$ cat src/rtl/arb64x4_rr.sv
// rtl/arb64x4_rr.sv - four-requester round-robin arbiter feeding a single registered output stage
module arb64x4_rr #(
    parameter int WIDTH = 64
) (
    input  logic             clk,
    input  logic             reset,
    input  logic [3:0]       req,
    input  logic [WIDTH-1:0] w0,
    input  logic [WIDTH-1:0] w1,
    input  logic [WIDTH-1:0] w2,
    input  logic [WIDTH-1:0] w3,
    input  logic             out_ready,
    output logic [3:0]       gnt,
    output logic [WIDTH-1:0] out,
    output logic             out_valid,
    output logic [1:0]       out_src
);

    typedef enum logic {
        ST_EMPTY = 1'b0,
        ST_FULL  = 1'b1
    } state_t;

    state_t           r_state;
    state_t           w_state_nxt;
    logic [1:0]       r_ptr;
    logic [WIDTH-1:0] r_out;
    logic [1:0]       r_src;

    logic             w_can_accept;
    logic             w_found;
    logic [1:0]       w_winner;
    logic [1:0]       w_idx;
    logic             w_grant;
    logic [WIDTH-1:0] w_mux;

    assign w_can_accept = (r_state == ST_EMPTY) | out_ready;

    // Scan ptr, ptr+1, ptr+2, ptr+3; the 2-bit add wraps 3 -> 0 on its own.
    always_comb begin
        w_found  = 1'b0;
        w_winner = r_ptr;
        w_idx    = r_ptr;
        for (int k = 0; k < 4; k++) begin
            w_idx = r_ptr + 2'(k);
            if (!w_found && req[w_idx]) begin
                w_found  = 1'b1;
                w_winner = w_idx;
            end
        end
    end

    assign w_grant = w_can_accept & w_found;

    always_comb begin
        gnt = 4'b0000;
        if (w_grant && !reset) begin
            gnt[w_winner] = 1'b1;
        end
    end

    always_comb begin
        w_mux = '0;
        case (w_winner)
            2'd0: w_mux = w0;
            2'd1: w_mux = w1;
            2'd2: w_mux = w2;
            2'd3: w_mux = w3;
            default: w_mux = '0;
        endcase
    end

    always_ff @(posedge clk or posedge reset) begin
        if (reset) begin
            r_state <= ST_EMPTY;
        end else begin
            r_state <= w_state_nxt;
        end
    end

    // A grant while FULL replaces the word in place, so FULL only drains when nothing wins.
    always_comb begin
        w_state_nxt = r_state;
        case (r_state)
            ST_EMPTY: if (w_grant) w_state_nxt = ST_FULL;
            ST_FULL:  if (out_ready && !w_grant) w_state_nxt = ST_EMPTY;
            default:  w_state_nxt = ST_EMPTY;
        endcase
    end

    always_ff @(posedge clk or posedge reset) begin
        if (reset) begin
            r_out <= '0;
            r_src <= 2'd0;
            r_ptr <= 2'd0;
        end else if (w_grant) begin
            r_out <= w_mux;
            r_src <= w_winner;
            r_ptr <= w_winner + 2'd1;
        end
    end

    assign out       = r_out;
    assign out_valid = (r_state == ST_FULL);
    assign out_src   = r_src;

endmodule

$ cat config.mk
export PLATFORM = sky130hd
export DESIGN_NAME = arb64x4_rr
export DESIGN_NICKNAME = d
export VERILOG_FILES = /design/src/rtl/arb64x4_rr.sv
export SDC_FILE = /design/constraint.sdc
export NUM_CORES = 1
export LEC_CHECK = 0
export BUFFER_PORTS_ARGS = -buffer_cell sky130_fd_sc_hd__clkbuf_2
export CORE_AREA = 3 3 128 130
export DETAILED_ROUTE_END_ITERATION = 12
export DIE_AREA = 0 0 131 133
export GPL_TIMING_DRIVEN = 0
export PLACE_DENSITY = 0.64
export SLEW_MARGIN = 20
export SYNTH_ARGS = -nofsm -noshare
export SYNTH_HDL_FRONTEND = slang
export SYNTH_SLANG_ARGS = --single-unit
export TNS_END_PERCENT = 5
$ cat constraint.sdc
create_clock -name clk -period 8.1 [get_ports clk]
set_clock_uncertainty 0.2 [all_clocks]
set_input_delay 0.405 -clock clk [delete_from_list [all_inputs] [get_ports clk]]
set_output_delay 0.405 -clock clk [all_outputs]
set_load 0.05 [all_outputs]
After elaboration in Yosys (flattened, before gate mapping)
Cells that the tools add are included.
{"block": "op_classes", "n_addsub": 4, "mul": 0, "div_mod_pow": 0, "magnitude_cmp": 6, "eq_ne": 3, "shift": 0, "muxes": 22, "bitwise_logic": 3, "n_reduce_logical": 12}
{"cell": "$pmux W64 S4", "count": 1}
{"cell": "$lt A2 B3 Y1 const B", "count": 5}
{"cell": "$mux W1", "count": 11}
{"cell": "$bmux W1 S2", "count": 4}
{"cell": "$logic_and A1 B1 Y1", "count": 6}
{"cell": "$mux W2", "count": 3}
{"cell": "$logic_not A1 Y1", "count": 5}
{"cell": "$add A2 B1 Y2 const B", "count": 2}
{"cell": "$add A2 B2 Y2 const B", "count": 2}
{"cell": "$eq A2 B2 Y1 const B", "count": 2}
{"cell": "$mux W4", "count": 1}
{"cell": "$demux W1 S2", "count": 1}
{"cell": "$eq A2 B1 Y1 const B", "count": 1}
{"cell": "$ge A2 B1 Y1 const B", "count": 1}
{"cell": "$logic_not A2 Y1", "count": 1}
{"cell": "$pmux W1 S2", "count": 1}
{"cell": "$and A1 B1 Y1", "count": 1}
{"cell": "$not A1 Y1", "count": 1}
{"cell": "$or A1 B1 Y1", "count": 1}
{"block": "totals", "register_bits": 69, "latchBits": 0, "ram_bits": 0, "mem_bits_ro": 0, "in_bits": 263, "out_inout_bits": 71, "mem_count": 0}

Depth between registers and ports, before layout
Gate-level depths: netlist of run 1.
{"block": "logic_depth", "depth_word": 17, "depth_mapped": 10, "ltp_nobuf": 7}

Least setup slack after synthesis of run 1
OpenSTA, ideal clock, no wires.
{"block": "synth_timing", "path_kind": "input -> output", "start": "input port reset", "end": "output port gnt[0]", "t_arrival_ps": 2543, "setup_slack_ps": 4952, "cell_stages": 2, "path_cell_list": "inv_1 -> and3_1"}
{"block": "synth_via", "elab_chain_cells": 3}
{"item": "start, declared", "line_no": "6", "rtl": "input logic reset,"}
{"item": "$logic_not A1 Y1 (no source line)"}
{"item": "$logic_and A1 B1 Y1", "line_no": "57", "rtl": "if (w_grant && !reset) begin"}
{"item": "$mux W4", "line_no": "57"}
{"item": "end, declared", "line_no": "13", "rtl": "output logic [3:0] gnt,"}
Every way passes these cells.

Final worst setup path of run 1
{"block": "layout_timing", "start": "register r_ptr[1]", "end": "output port gnt[1]"}
{"block": "layout_via", "elab_chain_cells": 17, "elab_cells_between_ends": 32}
{"item": "start, declared", "line_no": "26", "rtl": "logic [1:0] r_ptr;"}
{"item": "start signal, assigned", "line_no": "99", "rtl": "r_ptr <= w_winner + 2'd1;"}
{"item": "parallel branches: the longest is 11 deep, another holds $add A2 B1 Y2"}
{"item": "$mux W2 *", "line_no": "46", "rtl": "if (!w_found && req[w_idx]) begin"}
{"item": "named net w_winner[0]", "line_no": "32", "rtl": "logic [1:0] w_winner;"}
{"item": "$lt A2 B3 Y1 (implied by the code) or $ge A2 B1 Y1 (tied branches)", "line_no": "58", "rtl": "gnt[w_winner] = 1'b1;"}
{"item": "$logic_and A1 B1 Y1 (implied by the code)", "line_no": "58"}
{"item": "$mux W1 (implied by the code)", "line_no": "58"}
{"item": "$demux W1 S2 *", "line_no": "58"}
{"item": "$mux W4 *", "line_no": "57"}
Mark *: on every way through the listed nets, which the timed path passes. The select of a mux whose other input is x is not followed.

==> results of run 1 <==
==> what timing repair did <==
item	in CTS	in global routing
hold endpoints to repair	33	0
hold buffers	1	0
setup endpoints to repair	0	0
==> kinds of logic after synthesis <==
logic type,synth area share (%)
muxes,21.78
DFF,38.84
and+or+nand+nor,7.937
adders and majority gates,1.407
AOI/OAI and AO/OA,23.56
buffers and inverters,6.473
==> critical path, cell delays in order, from the launching register on <==
cell and delay (ns):
sky130_fd_sc_hd__dfrtp_1 0.45, sky130_fd_sc_hd__a21boi_0 0.12, sky130_fd_sc_hd__o21bai_1 0.29, sky130_fd_sc_hd__and3_1 0.26
sky130_fd_sc_hd__ha_1 0.20, sky130_fd_sc_hd__clkbuf_1 0.57, sky130_fd_sc_hd__buf_1 0.50, sky130_fd_sc_hd__and3_1 0.24
sky130_fd_sc_hd__clkbuf_2 0.28
==> flip-flops by register name (all words and copies together), names as in the netlist <==
name / count
out: 64
r_ptr: 2
out_valid: 1
out_src: 2
==> power breakdown <==
group / internal [mW] / total, mW / switching [mW]
sequential: 0.504 / 0.600 / 0.0965
combinational: 0.570 / 1.67 / 1.10
clock: 0.287 / 0.432 / 0.145
==> final cells by class <==
type	count	area, sq um
fill	1528	8522
multi-input combinational	292	2431
buffer	43	284.0
tap	211	264.0
timing repair buffer	335	1697
clock inverter	3	67.56
sequential	69	1727
inverter	1	6.256
clock buffer	13	260.3
==> placed cells by master (no fill, tap or decap), types with 2 or more instances in the layout <==
master,n
sky130_fd_sc_hd__clkbuf_2,333
sky130_fd_sc_hd__dfrtp_1,69
sky130_fd_sc_hd__o21ai_0,66
sky130_fd_sc_hd__nand2_1,65
sky130_fd_sc_hd__a222oi_1,64
sky130_fd_sc_hd__mux2_4,63
sky130_fd_sc_hd__clkbuf_1,29
sky130_fd_sc_hd__clkbuf_16,9
sky130_fd_sc_hd__buf_12,8
sky130_fd_sc_hd__buf_1,7
sky130_fd_sc_hd__and3_1,5
sky130_fd_sc_hd__ha_1,5
sky130_fd_sc_hd__nor2b_1,4
sky130_fd_sc_hd__nand2b_1,2
sky130_fd_sc_hd__a21boi_0,2
sky130_fd_sc_hd__o21bai_1,2
sky130_fd_sc_hd__a21oi_1,2
sky130_fd_sc_hd__mux2_2,2
sky130_fd_sc_hd__clkbuf_8,2
sky130_fd_sc_hd__bufinv_16,2
==> worst paths after layout <==
check                      endpoint
setup / recovery             gnt[1]
max in group asynchronous   out[49]
hold / removal              out[32]
setup reg to reg            out[24]
hold reg to reg              out[4]
min in group asynchronous   out[25]
==> per-layer routing <==
metal  vias to the layer above  GRT usage, %
met1                      2300         23.76
met4                         0         8.114
li1                       2296             -
met5                         -             0
met3                        35         3.795
met2                       268         34.82
==> stage by stage <==
| stage | instance area [sq um] | std cells | util [%] | hold WS, ns |
|---|---|---|---|---|
| after floorplan | 4446 | 405 | - | 0.3741 |
| after CTS | 6736 | 967 | 44.15 | 0.1911 |
| after global placement | 6376 | 949 | 41.79 | 0.2903 |
| after detailed placement | 6399 | 950 | 41.94 | 0.2458 |
| final | 6736 | 967 | 44.15 | 0.2071 |
| after global routing | 6736 | 967 | 44.15 | 0.2095 |
==> reports/summary.md, run 1 <==
The flow ran to the end, and the final reports show no timing, DRC or antenna violations. The number of iterations in the first detailed-routing pass is 9, and the pin count of the biggest net entering global routing is 39. The routed design uses 9.010 mm of met2 wire. The congestion estimate from routability-driven global placement came to 0.8135.

The number of cells on the worst reg-to-reg path is 9. The tools report the launch point of the worst reg-to-reg path as r_ptr[0]. The post-synthesis async set-or-reset flop share is 100.0%. The number of I/O pins came out at 334. The net count of the finished layout is 1019.

The worst setup path is captured at an output pin. For this run, design rule violations remaining after detail routing come to 0. The die is 131 um wide. Total length of routed wires: 18.08 mm. Class of the tightest hold or removal check: in -> reg. The repair_antennas step left the layout with diodes totalling 0. The peak ir drop on the vdd network was 0.1885 mV. The worst path in the final design needs a cycle of 3.834 ns, including I/O delays and setup. Among all flip-flop cells after synthesis, the most frequent one is sky130_fd_sc_hd__dfrtp_1.

Area fraction of the dominant cell type after synthesis: 38.84%. After synthesis, the mean cell area works out to 10.98 sq um. The detailed router finished its first iteration with 421 violations. Synthesis produced a netlist whose cell count is 405. Overall power consumption after layout is estimated at 2.701 mW. The critical path in this run is classified as reg -> out. The mapped netlist covers 0.004446 sq mm.

The number of distinct standard cells referenced by the synthesized netlist is 29, and the maximum operating frequency is 260.8 MHz. In this run the deepest clock path goes through 2 buffers. The total via count after detailed routing was 4899.

The initialized floorplan defines 45 standard-cell rows. Timing analysis after detailed placement gives a worst setup slack of 4.207 ns. At the pin with the least slew margin, the transition time is 0.7780 ns. The post-route worst setup slack was 4.266 ns; the post-CTS setup buffer count was 0.

The final hold violation count was 0; the number of max-slew violations in the final report was 0. The number of nets produced by synthesis is 673, and the detailed-routing wirelength on met1 is 7.333 mm. The run gives 1.271 mm as the length of routed met3 wiring.

Source of the critical timing path: r_ptr[1]. The startpoint identified for the worst hold timing path is w0[32]. The cell accounting for the most synthesized area was sky130_fd_sc_hd__dfrtp_1. TritonCTS built the clock tree.

The area of the placeable core is 0.01526 sq mm, and the mean number of vias per cell is 5.066. Number of buffers added on ports: 333. The part of the cycle the worst path needs works out to 47.33%.

Clock-pin slew was measured on the worst setup and hold paths at 0.05 ns. Across the run, the number of max-cap violations was 0. The area growth from synthesis to layout is 51.53%. The worst hold path was traced through 4 stages.

The sequential fraction of the synthesis area was 38.84%. Highest metal layer with signal wires: met4. Counting flops and latches in the post-synthesis netlist gives 69. The endpoint required time on the critical path was 7.50 ns; the initial antenna violation count was 0. Setup violations remaining at the end of the flow were counted as 0. The first global-routing pass estimated 26.35 mm of wire. The number of clock buffers added by TritonCTS is 9. The clock drives 69 sinks. For the final sum of negative setup slack, the log shows 0 ns. The Yosys step of the flow raised 0 warnings.

The tools report the number of global-route vias before repair as 5047. After synthesis, the most frequently instantiated cells are sky130_fd_sc_hd__dfrtp_1 (69), sky130_fd_sc_hd__o21ai_0 (66), sky130_fd_sc_hd__nand2_1 (65). Of all nets on the critical path, the largest fanout is 10. Setup repair after global routing left no endpoint under its margin. The number of H-tree levels is 3, and the detailed-placement wirelength estimate is 14.34 mm. By area the synthesized netlist is led by sky130_fd_sc_hd__dfrtp_1 (39%), sky130_fd_sc_hd__mux2_4 (21%), sky130_fd_sc_hd__a222oi_1 (14%), sky130_fd_sc_hd__o21ai_0 (7.4%), sky130_fd_sc_hd__nand2_1 (5.5%). In this run the tightest slew margin relative to its limit is 48.14%.

The setup check on the worst reg-to-reg path leaves a slack of 4.50 ns. The floorplan step set the die height to 133 um. The post-route netlist has 56.22% of its cells at a drive strength greater than 1. The number of nets with antenna violations after routing is 0. The element type at the critical path start is a flop. By instance count, the leading cell after synthesis is sky130_fd_sc_hd__dfrtp_1. The tools report the sum of overflow across all layers after global routing as 0.

In this run the clock root is driven by a sky130_fd_sc_hd__clkbuf_16. For this run, the total global-route usage over all layers was measured as 19.99%. The worst-skew pair later-pin latency came out at 0.33 ns.

The critical path data arrival time was 3.23 ns; the power density of the placed cells was 400.9 mW/mm^2. The count of flip-flops with a built-in enable after synthesis was 0; the wire length per cell was 18.70 um. The initial utilization of the core area, before any placement, comes to 29.13%. The floorplan step defined a die boundary enclosing 0.01742 sq mm. The number of resized instances in the post-cts repair step was 0; the leakage power total was 3.503 nW.
Power figures use the tool's default switching activity.
==> run 2, diff against run 1 <==
--- a/config.mk
+++ b/config.mk
@@ -10,7 +10,7 @@
 export DETAILED_ROUTE_END_ITERATION = 12
 export DIE_AREA = 0 0 131 133
 export GPL_TIMING_DRIVEN = 0
-export PLACE_DENSITY = 0.64
+export PLACE_DENSITY = 0.66
 export SLEW_MARGIN = 20
 export SYNTH_ARGS = -nofsm -noshare
 export SYNTH_HDL_FRONTEND = slang
==> constraint.sdc (replaced) <==
create_clock -name clk -period 3.3 [get_ports clk]
set_clock_uncertainty 0.2 [all_clocks]
set_input_delay 0.165 -clock clk [delete_from_list [all_inputs] [get_ports clk]]
set_output_delay 0.165 -clock clk [all_outputs]
set_load 0.05 [all_outputs]
==> run 2 against run 1 <==
Routed wire length grew 2.5%; clock power grew 120%; critical path type is now reg -> reg; sequential share of layout area shrank 1.9 points; global-route usage grew 0.089 points; non-clock buffer count grew 54; hold slack lost 0.19 ns.
==> reports/summary.md, run 2 (same netlist as run 1, synthesis figures left out) <==
The final hold violation count is 0, and the number of buffers added on ports is 333. Part of the cycle the worst path needs: 96.00%. In this run the worst hold path is classified as in -> reg.

The logs give 3.18 ns for the critical path data arrival time and 3.32 ns for the endpoint required time on the critical path. In this run the count of I/O pins placed on the die edge is 334. The maximum buffer depth of the clock tree came out at 2. Number of max-slew violations in the final report: 0. Total length of routed wires: 18.53 mm. The path type of the worst setup path was reg -> reg. In this run the critical register-to-register path is captured at out[23]. The clock root buffer is sky130_fd_sc_hd__clkbuf_16.

The number of nets with antenna violations after routing is 0, and the peak fanout along the critical path is 11. The sequential cells in the finished layout cover a total of 0.001727 sq mm. The mean number of vias per cell was 5.043.

The detailed router's first-iteration violation count came out at 509. Setup repair after global routing could not meet its margin everywhere. The smallest clock period supported by the final layout is computed as 3.168 ns. STA classifies the critical path endpoint as a flop.

The tools report the element type at the critical path start as a flop. Setup violations remaining at the end of the flow were counted as 0. TritonCTS built the clock tree. The die is 131 um wide. The number of global-route vias before repair came out at 5249. Max-cap violations in this run came to 0.

At the pin with the least slew margin, the transition time is 0.6950 ns. The setup check on the worst reg-to-reg path leaves a slack of 0.13 ns. 0 antenna diodes ended up in the layout. Clock-pin slew was measured on the worst setup and hold paths at 0.06 ns. The run gives 14.15 mm as the detailed-placement wirelength estimate. The critical path goes through nor2b_1, o21ai_0, and2_1, ha_2, buf_2, clkbuf_1, o21ai_0, mux2_4. The number of H-tree levels came out at 3. The clock reaches the later pin of the worst-skew pair after 0.33 ns. The worst slew margin relative to its limit came out at 53.67%. For this run, the top clock speed supported by timing is 315.7 MHz. The tools report the leakage power total as 3.736 nW.

The setup slack after placement was -0.3181 ns; the worst stage delay on the critical path was 0.56 ns. For the worst flop-to-flop path, the logic depth is 8. The first detailed-routing pass took 11 iterations. In the final layout, the share of cells above drive strength 1 is 53.58%. The count of nets after finishing is 1073.

The worst register-to-register path begins at r_ptr[0]. The most common cell after layout, fill and taps aside was sky130_fd_sc_hd__clkbuf_2. For this configuration, the core starts out at a cell density of 29.13%.

In the final layout, the multi-input gates occupy 0.002434 sq mm. Clock tree synthesis inserted a total of 9 buffers. In the layout the commonest cells are sky130_fd_sc_hd__clkbuf_2 (337), sky130_fd_sc_hd__dfrtp_1 (69), sky130_fd_sc_hd__o21ai_0 (66), sky130_fd_sc_hd__nand2_1 (65), sky130_fd_sc_hd__a222oi_1 (64).

For the area of the placeable core, the log shows 0.01526 sq mm. The source of the critical timing path was r_ptr[0]. The worst hold path begins at w0[48].

The filler cell count came out at 1443. The flow ran to the end, and the final reports show no timing, DRC or antenna violations. Pin count of the biggest net entering global routing: 38. The finished layout holds 1021 standard cells, fillers aside.

Counting instances, the worst hold path has a depth of 4. From synthesis to final layout, the design area changed by 63.35%. The largest individual stage delay along the critical path comes from the cell sky130_fd_sc_hd__clkbuf_1.

In the final routed layout, each cell accounts on average for 18.15 um. The register with the most flip-flops in the layout has 64 of them. After detailed routing, the number of remaining DRC violations is 0. Number of sinks on the clock net: 69. The site row count was 45; the die outline height was 133 um. The most repeated library cell on the critical path is sky130_fd_sc_hd__o21ai_0. In this run, placement finished with an instance count of 950. The sum of overflow across all layers after global routing came out at 0. Global routing used 20.08% of the available tracks across all layers. Routability-driven placement finished with a final weighted congestion of 0.8518. The initial antenna violation count was 0; the power density of the placed cells was 908.3 mW/mm^2. The full die area was 0.01742 sq mm.

Total via count after detailed routing: 5149. The logs give 6.596 mW for the total power and 26.81 mm for the wire length of the first global-routing pass. For the post-route worst setup slack, the log shows 0.1320 ns. Worst hold path endpoint: out[48]. The critical path contains buffers and inverters numbering 2 combined.

Broken down by cell family, the worst path's largest delay share belongs to buffers and inverters. The tools report the peak ir drop on the vdd network as 0.4496 mV.
[run 2: per-stage QoR]
stage	util (%)	hold slack (ns)	area (sq um)	TNS [ns]
floorplan	-	0.1761	4446	0
global placement	41.79	0.2904	6376	-2.712
detailed placement	41.94	0.02311	6399	-2.437
CTS	47.56	0.002274	7257	-0.001906
global route	47.59	0.01167	7262	-0.3832
finish	47.59	0.01326	7262	0
[run 2: worst max-delay path by stage]
stage,endpoint,slack [ns],cells after the start
6_report,out[23],0.13,8
5_1_grt,out[23],-0.12,8
4_1_cts,gnt[2],-0.002,8
3_5_place_dp,out[23],-0.32,9
3_3_place_gp,out[24],-0.32,9
2_1_floorplan,gnt[0],0.63,2
[run 2: routing by layer]
| metal | up-vias | GRT usage (%) | share of wire (%) |
|---|---|---|---|
| met5 | - | 0 | 0 |
| met4 | 0 | 8.457 | 2.7 |
| met3 | 35 | 4.400 | 8.3 |
| met2 | 295 | 35.13 | 51 |
| met1 | 2409 | 23.23 | 38 |
| li1 | 2410 | - | - |
[run 2: what timing repair did]
action / in CTS / in global routing
setup buffers: 0 / 0
hold buffers: 56 / 0
hold endpoints to repair: 90 / 0
endpoints found under the setup margin: 22 / 28
gates resized for setup: 6 / 6
[run 2: worst register-to-register path, cell delays in order (launching register included)]
cell and delay (ns):
sky130_fd_sc_hd__dfrtp_1 0.38, sky130_fd_sc_hd__nor2b_1 0.07, sky130_fd_sc_hd__o21ai_0 0.32, sky130_fd_sc_hd__and2_1 0.26, sky130_fd_sc_hd__ha_2 0.41, sky130_fd_sc_hd__buf_2 0.35
sky130_fd_sc_hd__clkbuf_1 0.57, sky130_fd_sc_hd__o21ai_0 0.23, sky130_fd_sc_hd__mux2_4 0.29
[run 2: final cells by class]
cell class	count	share of cell area, %
Sequential cell	69	23.78
Tap cell	211	3.635
Inverter	1	0.08615
Clock inverter	6	0.8787
Clock buffer	10	3.153
Buffer	42	4.014
Timing Repair Buffer	390	30.94
Multi-Input combinational cell	292	33.51
[run 2: report_power, final]
group	switching [mW]	leakage, nW	internal, mW
clock	0.377	0.138	0.584
sequential	0.232	0.852	1.24
combinational	2.71	2.75	1.45
total	3.32	3.74	3.27
==> run 3, diff against run 2 <==
--- a/config.mk
+++ b/config.mk
@@ -6,11 +6,11 @@
 export NUM_CORES = 1
 export LEC_CHECK = 0
 export BUFFER_PORTS_ARGS = -buffer_cell sky130_fd_sc_hd__clkbuf_2
-export CORE_AREA = 3 3 128 130
+export CORE_AREA = 3 3 129 131
 export DETAILED_ROUTE_END_ITERATION = 12
-export DIE_AREA = 0 0 131 133
+export DIE_AREA = 0 0 132 134
 export GPL_TIMING_DRIVEN = 0
-export PLACE_DENSITY = 0.66
+export PLACE_DENSITY = 0.63
 export SLEW_MARGIN = 20
 export SYNTH_ARGS = -nofsm -noshare
 export SYNTH_HDL_FRONTEND = slang
==> constraint.sdc (replaced) <==
create_clock -name clk -period 3.27 [get_ports clk]
set_clock_uncertainty 0.2 [all_clocks]
set_input_delay 0.1635 -clock clk [delete_from_list [all_inputs] [get_ports clk]]
set_output_delay 0.1635 -clock clk [all_outputs]
set_load 0.05 [all_outputs]
==> run 3 against run 2 <==
Sequential power hardly changed; register-to-register slack improved by 0.06 ns; clock power decreased by 4.7%; largest cell class unchanged; combinational power about the same; flip-flop and latch count stayed put; final area is 0.59% lower; sequential share of layout area is 0.14 points higher; clock-buffer cell count up 2; total power about the same; critical path type unchanged; critical endpoint is now out[45]; hold slack worse by 0.0060 ns; die area rose by 1.5%.
==> reports/summary.md, run 3 (same netlist as run 1, synthesis figures left out) <==
VDD sags by at most 0.4490 mV. The initial utilization of the core area, before any placement, comes to 28.29%. The number of sinks on the clock net is 69, and the number of buffers added on ports is 333. Number of nets with antenna violations after routing: 0.

The worst reg2reg path endpoint was out[45]. Setup repair after global routing could not meet its margin everywhere. In the final layout, the share of cells above drive strength 1 is 54.09%.

The number of iterations in the first detailed-routing pass is 8. In the post-route analysis, the smallest setup slack over all paths is 0.1968 ns. For this run, the top clock speed supported by timing is 325.4 MHz.

The class of the tightest hold or removal check is in -> reg. The worst pin sits at a relative slew slack of 45.34%. The later pin in the worst-skew pair is clocked with a latency of 0.33 ns.

The fraction of the core area covered by cells at the end of the flow is 45.95%, and the final sum of negative setup slack is 0 ns. The worst setup path is captured at a flop. The number of placed instances, taps included, is 955. Max-cap violations in this run came to 0.

Entering global routing, the biggest net connects 42 pins. The number of max-slew violations in the final report is 0, and the number of I/O pins is 334. Fill cells in the final layout number 1538.

The number of cells on the worst reg-to-reg path is 9. The critical path goes through nor3_1, a2111o_1, and2_1, ha_1, buf_2, clkbuf_1, a222oi_1, o21ai_0, mux2_4. Global routing finished with a remaining overflow of 0.

In this run the most critical hold path is launched from w0[62]. In this run the power density over the cells is 913.3 mW/mm^2. The floorplan step defined a die boundary enclosing 0.01769 sq mm. After legalization and detailed placement, the total HPWL measured 14.19 mm.

The first routing iteration left 472 violations. The area growth from synthesis to layout is 62.40%. The post-CTS clock slew at the launch and capture registers of the worst setup and hold paths is 0.06 ns, and the mean number of vias per cell is 5.002. The leakage power total was 3.722 nW; the final-report setup violation count was 0. The core region is 0.01571 sq mm. The critical-path cell with the highest stage delay was sky130_fd_sc_hd__a222oi_1.

The finished layout holds 1023 standard cells, fillers aside. The path type of the worst setup path was reg -> reg. The library cell used most frequently in the layout, excluding fill and tap cells, is sky130_fd_sc_hd__clkbuf_2. Registers take 0.001727 sq mm. The met2 wirelength from detailed routing was 9.063 mm.

In this run the critical register-to-register path is launched from r_ptr[1]. The detailed-routing wirelength on met1 is 7.430 mm. The logs give 20.05% for the all-layer global routing usage and 6.594 mW for the total power. The flip-flop count of the largest register after layout is 64, and the weighted congestion reported at the end of routability-driven placement is 0.7955. The final hold violation count is 0, and the shortest period the worst path allows is 3.073 ns. The final layout contains 1069 nets. Routed signal wires occupy layers up through met4.

The clock tree synthesis step divided the H-tree into 3 levels. Data on the critical path is required at its endpoint by 3.29 ns. The tools report the number of buffers created by CTS as 9. For this run, design rule violations remaining after detail routing come to 0. The clock root buffer is sky130_fd_sc_hd__clkbuf_16. Die outline height: 134 um. The number of global-route vias before repair is 5212. The logs give -0.3104 ns for the setup slack after placement and 0.002437 sq mm for the area used by multi-input combinational logic.

Leaving out fill and tap cells, the most frequent cells in the layout are sky130_fd_sc_hd__clkbuf_2 (339), sky130_fd_sc_hd__dfrtp_1 (69), sky130_fd_sc_hd__nand2_1 (65), sky130_fd_sc_hd__o21ai_0 (65), sky130_fd_sc_hd__a222oi_1 (64). The first global-routing pass estimated 27.74 mm of wire. The routed design uses 1.371 mm of met3 wire.

STA puts the critical path data arrival time at 3.09 ns. The wire length per cell was 18.05 um. For this block, the routed nets add up to 18.47 mm of wire. Along the worst path, the maximum fanout reaches 10. The worst hold path passes through 4 cells. The initial antenna violation count came out at 1. No sink is reached through more buffers than the 2 on the longest clock path. The worst hold path endpoint was out[62]. The largest single stage delay on the critical path is 0.45 ns.

The run finished with clean final reports. The initialized floorplan defines 46 standard-cell rows. The element type at the critical path start was a flop. Detailed routing inserted a total of 5117 vias. TritonCTS built the clock tree.

Buffers added to address setup during post-CTS repair amount to 0. The die is 132 um wide. Setup slack on the worst reg-to-reg path comes out at 0.20 ns. The part of the cycle the worst path needs came out at 93.98%. The measured slew at the worst slew-check pin is 0.8199 ns.
-- run 3: critical path: cells and delay by family (launching register included) --
family,cells,cell delay [ns]
AOI/OAI and AO/OA,3,0.97
buffers and inverters,2,0.59
DFF,1,0.43
muxes,1,0.27
adders and majority gates,1,0.24
and+or+nand+nor,2,0.26
-- run 3: cell type report --
class                           instances  area share [%]
Antenna cell                            1         0.03466
Timing Repair Buffer                  386           30.57
Tap cell                              216           3.744
Multi-Input combinational cell        292           33.76
Inverter                                1         0.08666
Clock buffer                           12           3.553
Sequential cell                        69           23.92
Buffer                                 42           4.021
Clock inverter                          4          0.3120
-- run 3: per-stage QoR --
| step | hold WS, ns | cell area, sq um |
|---|---|---|
| final | 0.007252 | 7219 |
| after global routing | 0.01738 | 7219 |
| after CTS | 0.002155 | 7211 |
| after detailed placement | -0.009619 | 6405 |
| after global placement | 0.2911 | 6382 |
| after floorplan | 0.1746 | 4446 |
-- run 3: worst max path at each step --
stage                     slack [ns]  startpoint  cells after the start      end
after floorplan                 0.61       reset                      2   gnt[0]
after global placement         -0.34    r_ptr[0]                      9  out[24]
after detailed placement       -0.31    r_ptr[0]                      9  out[25]
after CTS                       0.03    r_ptr[0]                      9  out[35]
after global routing           -0.05    r_ptr[1]                      9  out[35]
final                           0.20    r_ptr[1]                      9  out[45]
-- run 3: what timing repair did --
item                                   4_1_cts  5_1_grt
hold buffers                                52        0
setup endpoints to repair                   42       31
endpoints found under the hold margin       82        0
gates cloned                                 0        0
resized for setup                            7        7
pin swaps                                    1        1
-- run 3: metal layers --
metal / vias to the layer above / track usage, %
met5: - / 0
met3: 39 / 4.501
li1: 2400 / -
met1: 2382 / 23.64
met4: 0 / 9.393
met2: 296 / 34.78
-- run 3: power breakdown --
| group | switching, mW | leakage (nW) | internal [mW] | total [mW] |
|---|---|---|---|---|
| logic | 2.74 | 2.73 | 1.46 | 4.20 |
| registers | 0.232 | 0.852 | 1.25 | 1.48 |
| clock network | 0.364 | 0.138 | 0.551 | 0.915 |
